===== src/rtl/frame_writer.sv =====
// frame_writer: scans H_RES x V_RES pixels through a 2-stage sprite/ROM pipeline into a frame buffer
module frame_writer #(
    parameter int H_RES = 640,
    parameter int V_RES = 480,
    parameter logic [3:0] TRANSP_IDX = 4'h0,
    parameter logic [3:0] BG_IDX = 4'h1
) (
    input  logic        Clk50,
    input  logic        Reset,
    input  logic        frame_start,
    output logic [9:0]  WriteX,
    output logic [9:0]  WriteY,
    input  logic        sprite_on_wr,
    input  logic [17:0] sprite_addr,
    output logic [17:0] rom_addr,
    input  logic [3:0]  rom_data,
    output logic        fb_we,
    output logic [18:0] fb_addr,
    output logic [3:0]  fb_data,
    input  logic        fb_ready,
    output logic        busy,
    output logic        done,
    output logic        overrun
);
    typedef enum logic [1:0] {IDLE, SCAN, DRAIN} state_t;
    localparam logic [9:0]  XL = 10'(H_RES - 1);
    localparam logic [9:0]  YL = 10'(V_RES - 1);
    localparam logic [18:0] AL = 19'(H_RES * V_RES - 1);
    localparam logic [18:0] HR = 19'(H_RES);
    state_t state_q, state_d;
    logic [9:0]  x_q, y_q;
    logic        v1_q, on1_q, v2_q, on2_q, hold_q, overrun_q;
    logic [17:0] ra_q;
    logic [18:0] a1_q, a2_q;
    logic [3:0]  pix_q, src;
    logic        adv, scan_go, last_px, acc_last;
    assign adv      = !(v2_q && !fb_ready);
    assign scan_go  = state_q == SCAN && adv;
    assign last_px  = x_q == XL && y_q == YL;
    assign acc_last = state_q == DRAIN && v2_q && fb_ready && a2_q == AL;
    always_comb begin
        state_d = state_q;
        case (state_q)
            IDLE:    state_d = frame_start ? SCAN : IDLE;
            SCAN:    state_d = (scan_go && last_px) ? DRAIN : SCAN;
            DRAIN:   state_d = acc_last ? IDLE : DRAIN;
            default: state_d = IDLE;
        endcase
    end
    always_ff @(posedge Clk50) begin
        if (Reset) begin
            state_q   <= IDLE;
            x_q       <= '0;
            y_q       <= '0;
            v1_q      <= 1'b0;
            on1_q     <= 1'b0;
            ra_q      <= '0;
            a1_q      <= '0;
            v2_q      <= 1'b0;
            on2_q     <= 1'b0;
            a2_q      <= '0;
            hold_q    <= 1'b0;
            pix_q     <= '0;
            overrun_q <= 1'b0;
        end else begin
            state_q   <= state_d;
            overrun_q <= overrun_q | (frame_start && state_q != IDLE);
            if (scan_go) begin
                x_q <= (x_q == XL) ? '0 : x_q + 10'd1;
                y_q <= (x_q == XL) ? ((y_q == YL) ? '0 : y_q + 10'd1) : y_q;
            end
            if (adv) begin
                v1_q   <= state_q == SCAN;
                on1_q  <= sprite_on_wr;
                ra_q   <= sprite_addr;
                a1_q   <= 19'(y_q) * HR + 19'(x_q);
                v2_q   <= v1_q;
                on2_q  <= on1_q;
                a2_q   <= a1_q;
                hold_q <= 1'b0;
            end else if (!hold_q) begin
                // rom_addr now belongs to stage 1, so keep stage 2's ROM word for the rest of the stall
                hold_q <= 1'b1;
                pix_q  <= rom_data;
            end
        end
    end
    assign src      = hold_q ? pix_q : rom_data;
    assign WriteX   = x_q;
    assign WriteY   = y_q;
    assign rom_addr = ra_q;
    assign fb_we    = v2_q;
    assign fb_addr  = a2_q;
    assign fb_data  = v2_q ? ((on2_q && src != TRANSP_IDX) ? src : BG_IDX) : 4'h0;
    assign busy     = state_q != IDLE;
    assign done     = acc_last;
    assign overrun  = overrun_q;
endmodule


===== config.mk =====
export PLATFORM = sky130hd
export DESIGN_NAME = frame_writer
export DESIGN_NICKNAME = d
export VERILOG_FILES = /design/src/rtl/frame_writer.sv
export SDC_FILE = /design/constraint.sdc
export NUM_CORES = 1
export LEC_CHECK = 0
export ABC_AREA = 1
export CORE_MARGIN = 4
export CORE_UTILIZATION = 46
export CTS_BUF_LIST = sky130_fd_sc_hd__clkbuf_16
export DETAILED_ROUTE_END_ITERATION = 10
export PLACE_DENSITY = 0.76
export SKIP_LAST_GASP = 1
export SLEW_MARGIN = 10
export SYNTH_ARGS = -nofsm -noshare
export SYNTH_HDL_FRONTEND = slang
export SYNTH_SLANG_ARGS = --single-unit

===== constraint.sdc =====
create_clock -name Clk50 -period 2.5 [get_ports Clk50]
set_clock_uncertainty 0.15 [all_clocks]
set_input_delay 0.5 -clock Clk50 [delete_from_list [all_inputs] [get_ports Clk50]]
set_output_delay 0.5 -clock Clk50 [all_outputs]
set_load 0.1 [all_outputs]

==> summary.md, run 1 <==
| Metric | Value |
|---|---|
| Vias/cell | `5.194` |
| CP Buf/Inv Count | `3` |
| Hold depth | `2` |
| First-pass GRT wire length | `18660 microns` |
| Clk buf depth | `2` |
| CTS Buf Count | `9` |
| Layout cell share with drive strength beyond 1 | `between 20% and 30%` |
| DR vias | `3942` |
| Overflow after GRT | `0` |
| Routed WL | `11090 microns` |
| Outcome | `complete, no violations` |
| Drt pass-1 iters | `4` |
| Leak pwr | `2.606 nW` |
| Tot GR Track Use | `20.84%` |
| Crit. End Element | `primary output` |
| Setup TNS Final | `0 ns` |
| Hold Path Origin | `a1_q[14]$_SDFFE_PP0N_` |
| Post-DP HPWL | `~8500 microns` |
| Post-Syn Area per Cell | `7.846 sq um` |
| Die height | `103.6 microns` |
| Worst Tran Pin Value | `0.4640 ns` |
| Root Buffer | `clkbuf_16` |
| Clk pwr share | `between 40% and 50%` |
| Total of max-cap violations | `0` |
| # port buffers | `91` |
| Final Max Slew Viols | `0` |
| Setup WS post-layout | `0.06075 ns` |
| DRT iter0 DRCs | `around 170` |
| Nets | `696` |
| Combinational share of power | `between 10 and 15%` |
| Unique masters post-synth | `39` |
| Core area | `0.008806 sq mm` |
| Die area | `roughly 0.011 sq mm` |
| Pwr Total | `about 3.2 mW` |
| Main synth FF type | `dfxtp_1` |
| Synth-to-Final Area Change | `37.91%` |
| Net Count, Synth | `586` |
| I/O pin count | `92` |
| Vias in the first global route | `3829` |
| Cell-internal power | `roughly 2.3 mW` |
| Arrival @ worst endpoint | `between 1.5 and 2 ns` |
| Yosys Warn Count | `0` |
| Dpl ws | `-0.1351 ns` |
| Worst-skew pair later-pin latency | `0.34 ns` |
| Worst R2R Setup Slack | `roughly 0.12 ns` |
| Sequential area share after synthesis | `roughly two fifths` |
| CP Launch Type | `input port` |
| Synth Register Bits | `88` |
| Crit-path max FO | `2` |
| Final setup vio count | `0` |
| Crit path time final | `2.439 ns` |
| Crit path max-delay family | `buffers and inverters` |
| GPL Wtd Cong | `0.8686` |
| Main area contributors after synthesis | `dfxtp_1 (42%), nand2_1 (9.0%), inv_1 (7.9%)` |
| Post-DR wirelength/cell | `~15 microns` |
| Final-report hold violation count | `0` |
| Cell taking the most area after synthesis | `dfxtp_1` |
| Util after Layout | `65.86%` |
| Rows | `34` |
| Reg2reg end | `a1_q[17]$_SDFFE_PP0N_` |
| Post-route clock period utilization | `97.57%` |
| Post-route ant nets | `0` |
| CTS tree | `done` |
| Worst setup path class | `input port to primary output` |
| Post-Syn Area | `0.004205 sq mm` |
| PD cells | `551.1 mW/mm^2` |
| Reg clk slew, reported paths | `approximately 0.060 ns` |
| Worst VDD drop | `0.3870 mV` |
| Antenna diodes | `0` |
| Worst Path Required | `1.85 ns` |
| Pin count of the biggest net entering global routing | `33` |
| Sequential power share | `45.0%` |
| Die Wd | `between 100 and 150 microns` |
| Reg2Reg Launch Point | `WriteY[3]$_SDFFE_PP0P_` |
| R2r worst-path depth | `13` |
| CP max-delay cell | `clkdlybuf4s50_1` |
| Crit path largest cell delay | `0.42 ns` |
| Hold EP | `fb_addr[14]$_SDFFE_PP0N_` |
| Class of the worst hold path | `flip-flop to flip-flop` |
| RSZ-0062 raised after global routing | `yes` |
| Critical Path, Cell by Cell | `clkdlybuf4s50_1 -> o21ai_2 -> a41oi_2 -> buf_4 -> a21oi_2 -> buf_12` |
| Net Sw Frac | `27.76%` |
| Relative slew slack | `69.02%` |
| Syn Inst Count | `536` |
| Initial antenna violation count | `0` |
| Clock Sinks | `88` |
| FMAX | `410.0 MHz` |
| Total net switching power | `887.2 uW` |
| Hold Slack | `0.3096 ns` |
| Synth top area share | `between 40% and 50%` |
| DRC violations left | `0` |
| Hold_buf cts | `0` |
| Async SR Flop Fraction | `0%` |
| Post-synth EDFFs | `0` |
| Htree depth | `3` |
| Initial Util | `47.76%` |
area by class of cell:
type                    instances  area [sq um]
fillers                       743          3007
multi-input cells             343          2182
flip-flops and latches         88          1861
repair buffers                112         988.4
inverters                      92         345.3
clock buffers                   9         225.2
well taps                     108         135.1
clock inverters                 7         62.56
worst max path at each step:
stage,startpoint,endpoint,slack [ns],depth (start not counted)
2_1_floorplan,fb_addr[15]$_SDFFE_PP0N_,done,-0.15,4
4_1_cts,rom_data[1],fb_data[1],-0.01,8
5_1_grt,WriteY[3]$_SDFFE_PP0P_,a1_q[17]$_SDFFE_PP0N_,-0.05,13
3_5_place_dp,rom_data[1],fb_data[1],-0.14,8
6_report,rom_data[0],fb_data[0],0.06,6
3_3_place_gp,rom_data[3],fb_data[3],-0.04,8
synthesized netlist by cell type, drive strengths merged, types with 6 or more instances:
cell type / n
o21ai: 25
a22o: 20
nor4: 9
nor3: 6
nand4: 14
clkbuf: 8
nand3: 27
nor2: 42
o22ai: 26
dfxtp: 88
nand2: 107
ha: 21
inv: 92
a21oi: 24
tightest hold or removal path, stage by stage, from the launching register on:
cell and delay (ns):
dfxtp_1 0.30, inv_1 0.06, o21ai_0 0.07
cells in the final DEF, fill, tap and decap left out, types with 7 or more instances in the layout:
| cell type | netlist | routed |
|---|---|---|
| nor2_4 | 3 | 8 |
| nor4_1 | 8 | 7 |
| clkdlybuf4s50_1 | 0 | 23 |
| nand3_1 | 26 | 25 |
| nand2_1 | 101 | 97 |
| dfxtp_4 | 0 | 22 |
| dfxtp_2 | 0 | 13 |
| dfxtp_1 | 88 | 53 |
| o22ai_1 | 26 | 26 |
| buf_4 | 0 | 80 |
| o21ai_0 | 24 | 23 |
| clkbuf_16 | 0 | 9 |
| a21oi_1 | 24 | 22 |
| ha_1 | 21 | 17 |
| nor2_1 | 33 | 29 |
| nand4_1 | 14 | 14 |
| a22o_1 | 20 | 20 |
| inv_1 | 89 | 88 |
per-layer routing:
layer  vias up  track usage [%]  routed length (microns)
li1       2016                -                        -
met1      1812            26.85                     5016
met2        98            34.30                     5287
met3        16            4.726                      620
met4         0            7.502                      167
met5         -                0                        0
flip-flops by register name, indices dropped and copies added (netlist names):
| signal | count |
|---|---|
| on1_q | 1 |
| hold_q | 1 |
| overrun | 1 |
| fb_we | 1 |
| v1_q | 1 |
| WriteY | 10 |
| state_q | 2 |
| on2_q | 1 |
| a1_q | 19 |
| WriteX | 10 |
| fb_addr | 19 |
| pix_q | 4 |
| rom_addr | 18 |
power groups by stage:
stage,Clock (mW),Sequential [mW],Combinational (mW)
after floorplan,0,1.65,0.129
after global placement,0,1.47,0.441
after detailed placement,0,1.47,0.446
after CTS,1.32,1.44,0.449
after global routing,1.39,1.44,0.470
final,1.31,1.44,0.449
what timing repair did:
action / CTS / global route
endpoints found under the setup margin: 2 / 7
cloned: 0 / 0
pin swaps: 2 / 9
gates resized for setup: 3 / 14
setup buffers: 0 / 4
stage by stage:
| stage | instances | cell area (sq um) |
|---|---|---|
| after floorplan | 536 | 4393 |
| after global placement | 739 | 5426 |
| after detailed placement | 739 | 5426 |
| after CTS | 755 | 5724 |
| after global routing | 759 | 5799 |
| final | 759 | 5799 |
kinds of logic after synthesis:
logic type	count (synthesis)	synth area share, %
AND/OR/NAND/NOR	214	25.32
flip-flops	88	41.89
XOR/XNOR	5	1.041
adder cells (fa/ha/maj)	23	7.200
AO/OA/AOI/OAI	101	15.03
buffers and inverters	105	9.521
No activity file was read; power rests on OpenSTA's default activity.
==> run 2, diff against run 1 <==
CORE_ASPECT_RATIO = 0.8   (was unset)
==> run 2 against run 1 <==
Wire length up 2.1%. Clock power decreased by 7%. Sequential power hardly changed. Clock-buffer cell count stayed put. Worst hold slack gained 0.0025 ns. Global-route usage decreased by 0.20 points. Combinational power barely moved. Utilization grew 0.92 points. Via count is 2.6% higher.
==> summary.md, run 2 (synthesized netlist as in run 1, its figures left out) <==
| Metric | Value |
|---|---|
| Hold Slack | `roughly 0.31 ns` |
| Worst setup path class | `input port to primary output` |
| DRC violations left | `0` |
| Sequential Area | `0.001861 sq mm` |
| Worst-skew pair later-pin latency | `0.34 ns` |
| Crit-path max FO | `2` |
| CP max-delay cell | `clkdlybuf4s50_1` |
| Die Wd | `114.9 microns` |
| Routed WL | `approximately 11000 microns` |
| Vias in the first global route | `roughly 3800` |
| CTS Buf Count | `9` |
| Crit path time final | `2.442 ns` |
| CTS tree | `done` |
| DRT iter0 DRCs | `239` |
| Initial antenna violation count | `0` |
| Clock Sinks | `88` |
| Hold EP | `fb_addr[14]$_SDFFE_PP0N_` |
| GPL Wtd Cong | `0.8858` |
| Crit. End Element | `primary output` |
| I/O pin count | `92` |
| Worst R2R Setup Slack | `0.13 ns` |
| Hold depth | `2` |
| Synth-to-Final Area Change | `38.29%` |
| Post-DP HPWL | `roughly 8500 microns` |
| Htree depth | `3` |
| Root Buffer | `clkbuf_16` |
| Reg2Reg Launch Point | `WriteY[1]$_SDFFE_PP0P_` |
| Vias/cell | `5.301` |
| Core area | `0.008708 sq mm` |
| Crit path largest cell delay | `~0.42 ns` |
| Final setup vio count | `0` |
| Drt pass-1 iters | `5` |
| RSZ-0062 raised after global routing | `yes` |
| Class of the worst hold path | `flip-flop to flip-flop` |
| Outcome | `complete, no violations` |
| Hold Path Origin | `a1_q[14]$_SDFFE_PP0N_` |
| Reg2reg end | `a1_q[18]$_SDFFE_PP0N_` |
| Relative slew slack | `69.28%` |
| Final-report hold violation count | `0` |
| Rows | `30` |
| Worst VDD drop | `0.4192 mV` |
| # port buffers | `91` |
| Hold_buf cts | `0` |
| Fillers | `703` |
| Clk buf depth | `2` |
| Post-route ant nets | `0` |
| Footprint of the multi-input gates | `0.002211 sq mm` |
| PD cells | `534.2 mW/mm^2` |
| Layout cell share with drive strength beyond 1 | `29.03%` |
| Post-route clock period utilization | `about 98%` |
| DR vias | `4045` |
| DP Cell Count | `roughly 740` |
| Reg clk slew, reported paths | `around 0.060 ns` |
| CP Launch Type | `input port` |
| Most common cell after layout, fill and taps aside | `nand2_1` |
| Worst Path Required | `between 1.5 and 2 ns` |
| R2r worst-path depth | `14` |
| Leak pwr | `~2.6 nW` |
| Most frequent cells in the layout | `nand2_1 (96), inv_1 (86), buf_4 (80)` |
| Nets | `696` |
| Final Max Slew Viols | `0` |
| Critical Path, Cell by Cell | `clkdlybuf4s50_1 -> o21ai_2 -> a41oi_2 -> buf_4 -> a21oi_2 -> buf_12` |
| Die area | `between 0.01 and 0.015 sq mm` |
| Overflow after GRT | `0` |
| Post-DR wirelength/cell | `14.84 microns` |
| Arrival @ worst endpoint | `between 1.5 and 2 ns` |
| Antenna diodes | `0` |
| Total of max-cap violations | `0` |
| Pin count of the biggest net entering global routing | `33` |
| Initial Util | `48.29%` |
| Finished Layout Cells | `763` |
| First-pass GRT wire length | `18040 microns` |
| Critical Path Start | `rom_data[0]` |
| Tot GR Track Use | `20.64%` |
| Pwr Total | `slightly above 3 mW` |
| Setup TNS Final | `0 ns` |
| Die height | `93.52 microns` |
| Worst Tran Pin Value | `0.4602 ns` |
| FMAX | `409.6 MHz` |
==> run 2: cell count changes in the layout (fill, tap and decap cells not counted), sizes merged <==
cell,change
bufinv,-1
clkinv,+1
==> run 2: worst max-delay path by stage <==
stage | endpoint | slack (ns)
6_report | fb_data[0] | 0.06
4_1_cts | a1_q[18]$_SDFFE_PP0N_ | 0.02
3_5_place_dp | fb_data[3] | -0.06
5_1_grt | a1_q[17]$_SDFFE_PP0N_ | -0.009
2_1_floorplan | done | -0.15
3_3_place_gp | fb_data[1] | -0.04
==> run 2: worst max-delay path: cells and delay by family <==
| family | cells | cell delay [ns] |
|---|---|---|
| AO/OA/AOI/OAI | 3 | 0.52 |
| buffers and inverters | 3 | 0.77 |
==> run 2: area by class of cell <==
cell class / count / area share, %
multi-input cells: 343 / 38.02
flip-flops and latches: 88 / 31.99
repair buffers: 112 / 17.00
inverters: 92 / 5.938
clock buffers: 9 / 3.873
well taps: 112 / 2.410
clock inverters: 7 / 0.7745
==> run 2: power by group <==
group	switching [mW]	total, mW	internal (mW)
registers	0.0220	1.44	1.42
logic	0.323	0.449	0.126
clock network	0.547	1.22	0.673
==> run 2: what timing repair did <==
action	CTS	global route
endpoints found under the hold margin	0	0
gates resized for setup	3	18
pin swaps	1	13
buffers inserted	0	6
setup endpoints to repair	4	7
==> run 2: through the flow <==
stage                     cell area, sq um  worst slack, ns  util, %
after global routing                  5816        -0.008692    66.78
after floorplan                       4393          -0.1522        -
after detailed placement              5416         -0.05941    62.20
final                                 5816          0.05843    66.78
after global placement                5416         -0.04292    62.20
after CTS                             5697          0.02042    65.42
==> run 2: metal layers <==
metal / routed length [microns] / GRT usage (%)
met5: 0 / 0
met4: 106 / 5.767
met3: 735 / 4.916
met2: 4905 / 30.83
met1: 5577 / 29.61
==> run 3, diff against run 2 <==
CORE_UTILIZATION = 43   (was 46)
PLACE_DENSITY = 0.71   (was 0.76)
==> run 3 against run 2 <==
Non-clock buffer count is 2 higher. Utilization decreased by 3.0 points. Design area is 2.2% higher. Largest power group is now the clock network. Critical path type unchanged. Sequential power barely moved. Via count fell by 1.0%. Setup slack gained 0.038 ns.
==> summary.md, run 3 (synthesized netlist as in run 1, its figures left out) <==
| Metric | Value |
|---|---|
| Outcome | `complete, no violations` |
| Post-route cell area | `0.005941 sq mm` |
| Reg2reg end | `a1_q[17]$_SDFFE_PP0N_` |
| Critical Path Start | `rom_data[0]` |
| Routed WL | `11480 microns` |
| Util after Layout | `63.82%` |
| Worst setup path class | `input port to primary output` |
| Die height | `96.45 microns` |
| Worst Tran Pin Value | `approximately 0.39 ns` |
| Crit path largest cell delay | `0.42 ns` |
| Reg2Reg Launch Point | `WriteY[3]$_SDFFE_PP0P_` |
| Most frequent cells in the layout | `nand2_1 (96), inv_1 (87), buf_4 (81)` |
| Layout cell share with drive strength beyond 1 | `29.10%` |
| Root Buffer | `clkbuf_16` |
| Final setup vio count | `0` |
| RSZ-0062 raised after global routing | `yes` |
| CP Launch Type | `input port` |
| Post-route ant nets | `0` |
| GPL Wtd Cong | `0.8646` |
| First-pass GRT wire length | `about 19000 microns` |
| DRT iter0 DRCs | `221` |
| Footprint of the multi-input gates | `0.002225 sq mm` |
| Initial antenna violation count | `0` |
| Tot GR Track Use | `20.14%` |
| CTS tree | `done` |
| Drt pass-1 iters | `4` |
| Setup TNS Final | `0 ns` |
| FMAX | `between 400 and 500 MHz` |
| Relative slew slack | `73.89%` |
| Hold_buf cts | `0` |
| Overflow after GRT | `0` |
| Class of the worst hold path | `flip-flop to flip-flop` |
| Post-DR wirelength/cell | `between 10 and 15 microns` |
| Arrival @ worst endpoint | `between 1.5 and 2 ns` |
| Hold Slack | `0.3140 ns` |
| Fillers | `801` |
| PD cells | `575.2 mW/mm^2` |
| Worst VDD drop | `0.3488 mV` |
| Crit path time final | `2.404 ns` |
| Uppermost routed layer | `met4` |
| Metal1 wirelength | `5656 microns` |
| Met3 WL | `slightly above 700 microns` |
| Hold depth | `2` |
| Post-route clock period utilization | `96.14%` |
| DRC violations left | `0` |
| Met2 WL post-DR | `about 5000 microns` |
| Initial Util | `45.17%` |
| Die area | `0.01144 sq mm` |
| Die Wd | `between 100 and 150 microns` |
| Final Max Slew Viols | `0` |
| Core area | `slightly above 0.009 sq mm` |
| DP Area | `0.005448 sq mm` |
| Worst Path Required | `around 1.9 ns` |
| Critical Path, Cell by Cell | `clkdlybuf4s50_1 -> o21ai_2 -> a41oi_2 -> buf_4 -> a21oi_2 -> buf_12` |
| Sequential Area | `0.001861 sq mm` |
| CP max-delay cell | `clkdlybuf4s50_1` |
| R2r worst-path depth | `13` |
| Total of max-cap violations | `0` |
| Synth-to-Final Area Change | `41.27%` |
| Vias in the first global route | `3766` |
| Reg clk slew, reported paths | `roughly 0.060 ns` |
| Antenna diodes | `0` |
| Clk buf depth | `2` |
| I/O pin count | `around 90` |
| Worst-skew pair later-pin latency | `0.34 ns` |
| Crit. End Element | `primary output` |
| CTS Buf Count | `9` |
| Worst R2R Setup Slack | `0.13 ns` |
| Worst setup path endpoint | `fb_data[0]` |
| # port buffers | `91` |
| Leak pwr | `2.659 nW` |
| DR vias | `around 4000` |
| Crit-path max FO | `2` |
| Clock Sinks | `88` |
| Pin count of the biggest net entering global routing | `33` |
| Most common cell after layout, fill and taps aside | `nand2_1` |
| Rows | `31` |
| Post-DP HPWL | `between 8000 and 9000 microns` |
| Vias/cell | `between 5 and 6` |
| Final-report hold violation count | `0` |
| Htree depth | `3` |
| Pwr Total | `roughly 3.4 mW` |
| Nets | `698` |
run 3: changes by cell type in the layout (fill, tap and decap cells not counted), moves of 2 or more:
| cell | change |
|---|---|
| clkbuf_16 | +2 |
| clkinv_2 | -2 |
| inv_6 | -2 |
| bufinv_16 | +2 |
run 3: stage by stage:
step | setup WS [ns] | instances
2_1_floorplan | -0.1522 | 536
3_3_place_gp | -0.04519 | 746
3_5_place_dp | -0.1094 | 746
4_1_cts | -0.008333 | 762
5_1_grt | -0.02590 | 768
6_report | 0.09644 | 768
run 3: where the power goes:
| group | switching [mW] | total (mW) | leakage, nW | internal, mW |
|---|---|---|---|---|
| Clock | 0.537 | 1.53 | 0.171 | 0.989 |
| Sequential | 0.0218 | 1.44 | 0.740 | 1.42 |
| Combinational | 0.323 | 0.454 | 1.75 | 0.131 |
run 3: timing repair:
| item | in CTS | in global routing |
|---|---|---|
| buffers inserted | 0 | 6 |
| pin swaps | 0 | 9 |
| cloned | 0 | 0 |
| gates resized for setup | 3 | 20 |
| endpoints found under the setup margin | 2 | 7 |
run 3: worst min path at each step:
stage                         startpoint                       to
floorplan              v1_q$_SDFFE_PP0N_       fb_we$_SDFFE_PP0N_
global placement       v1_q$_SDFFE_PP0N_       fb_we$_SDFFE_PP0N_
detailed placement     v1_q$_SDFFE_PP0N_       fb_we$_SDFFE_PP0N_
CTS                    v1_q$_SDFFE_PP0N_       fb_we$_SDFFE_PP0N_
global route        a1_q[8]$_SDFFE_PP0N_     a1_q[8]$_SDFFE_PP0N_
finish              a1_q[8]$_SDFFE_PP0N_  fb_addr[8]$_SDFFE_PP0N_
run 3: critical path: cells and delay by family:
family	cells	cell delay (ns)
buffers and inverters	3	0.77
AO/OA/AOI/OAI	3	0.48
run 3: per-layer routing:
layer / vias to the layer above / track usage (%)
li1: 2009 / -
met1: 1869 / 28.27
met2: 116 / 30.59
met3: 9 / 6.170
met4: 0 / 4.629
met5: - / 0
run 3: layout make-up:
| cell class | instances | share of cell area [%] |
|---|---|---|
| clock inverter | 5 | 1.264 |
| timing repair buffer | 114 | 17.10 |
| clock buffer | 11 | 4.634 |
| multi-input combinational | 343 | 37.45 |
| inverter | 92 | 5.813 |
| tap | 115 | 2.422 |
| sequential | 88 | 31.32 |
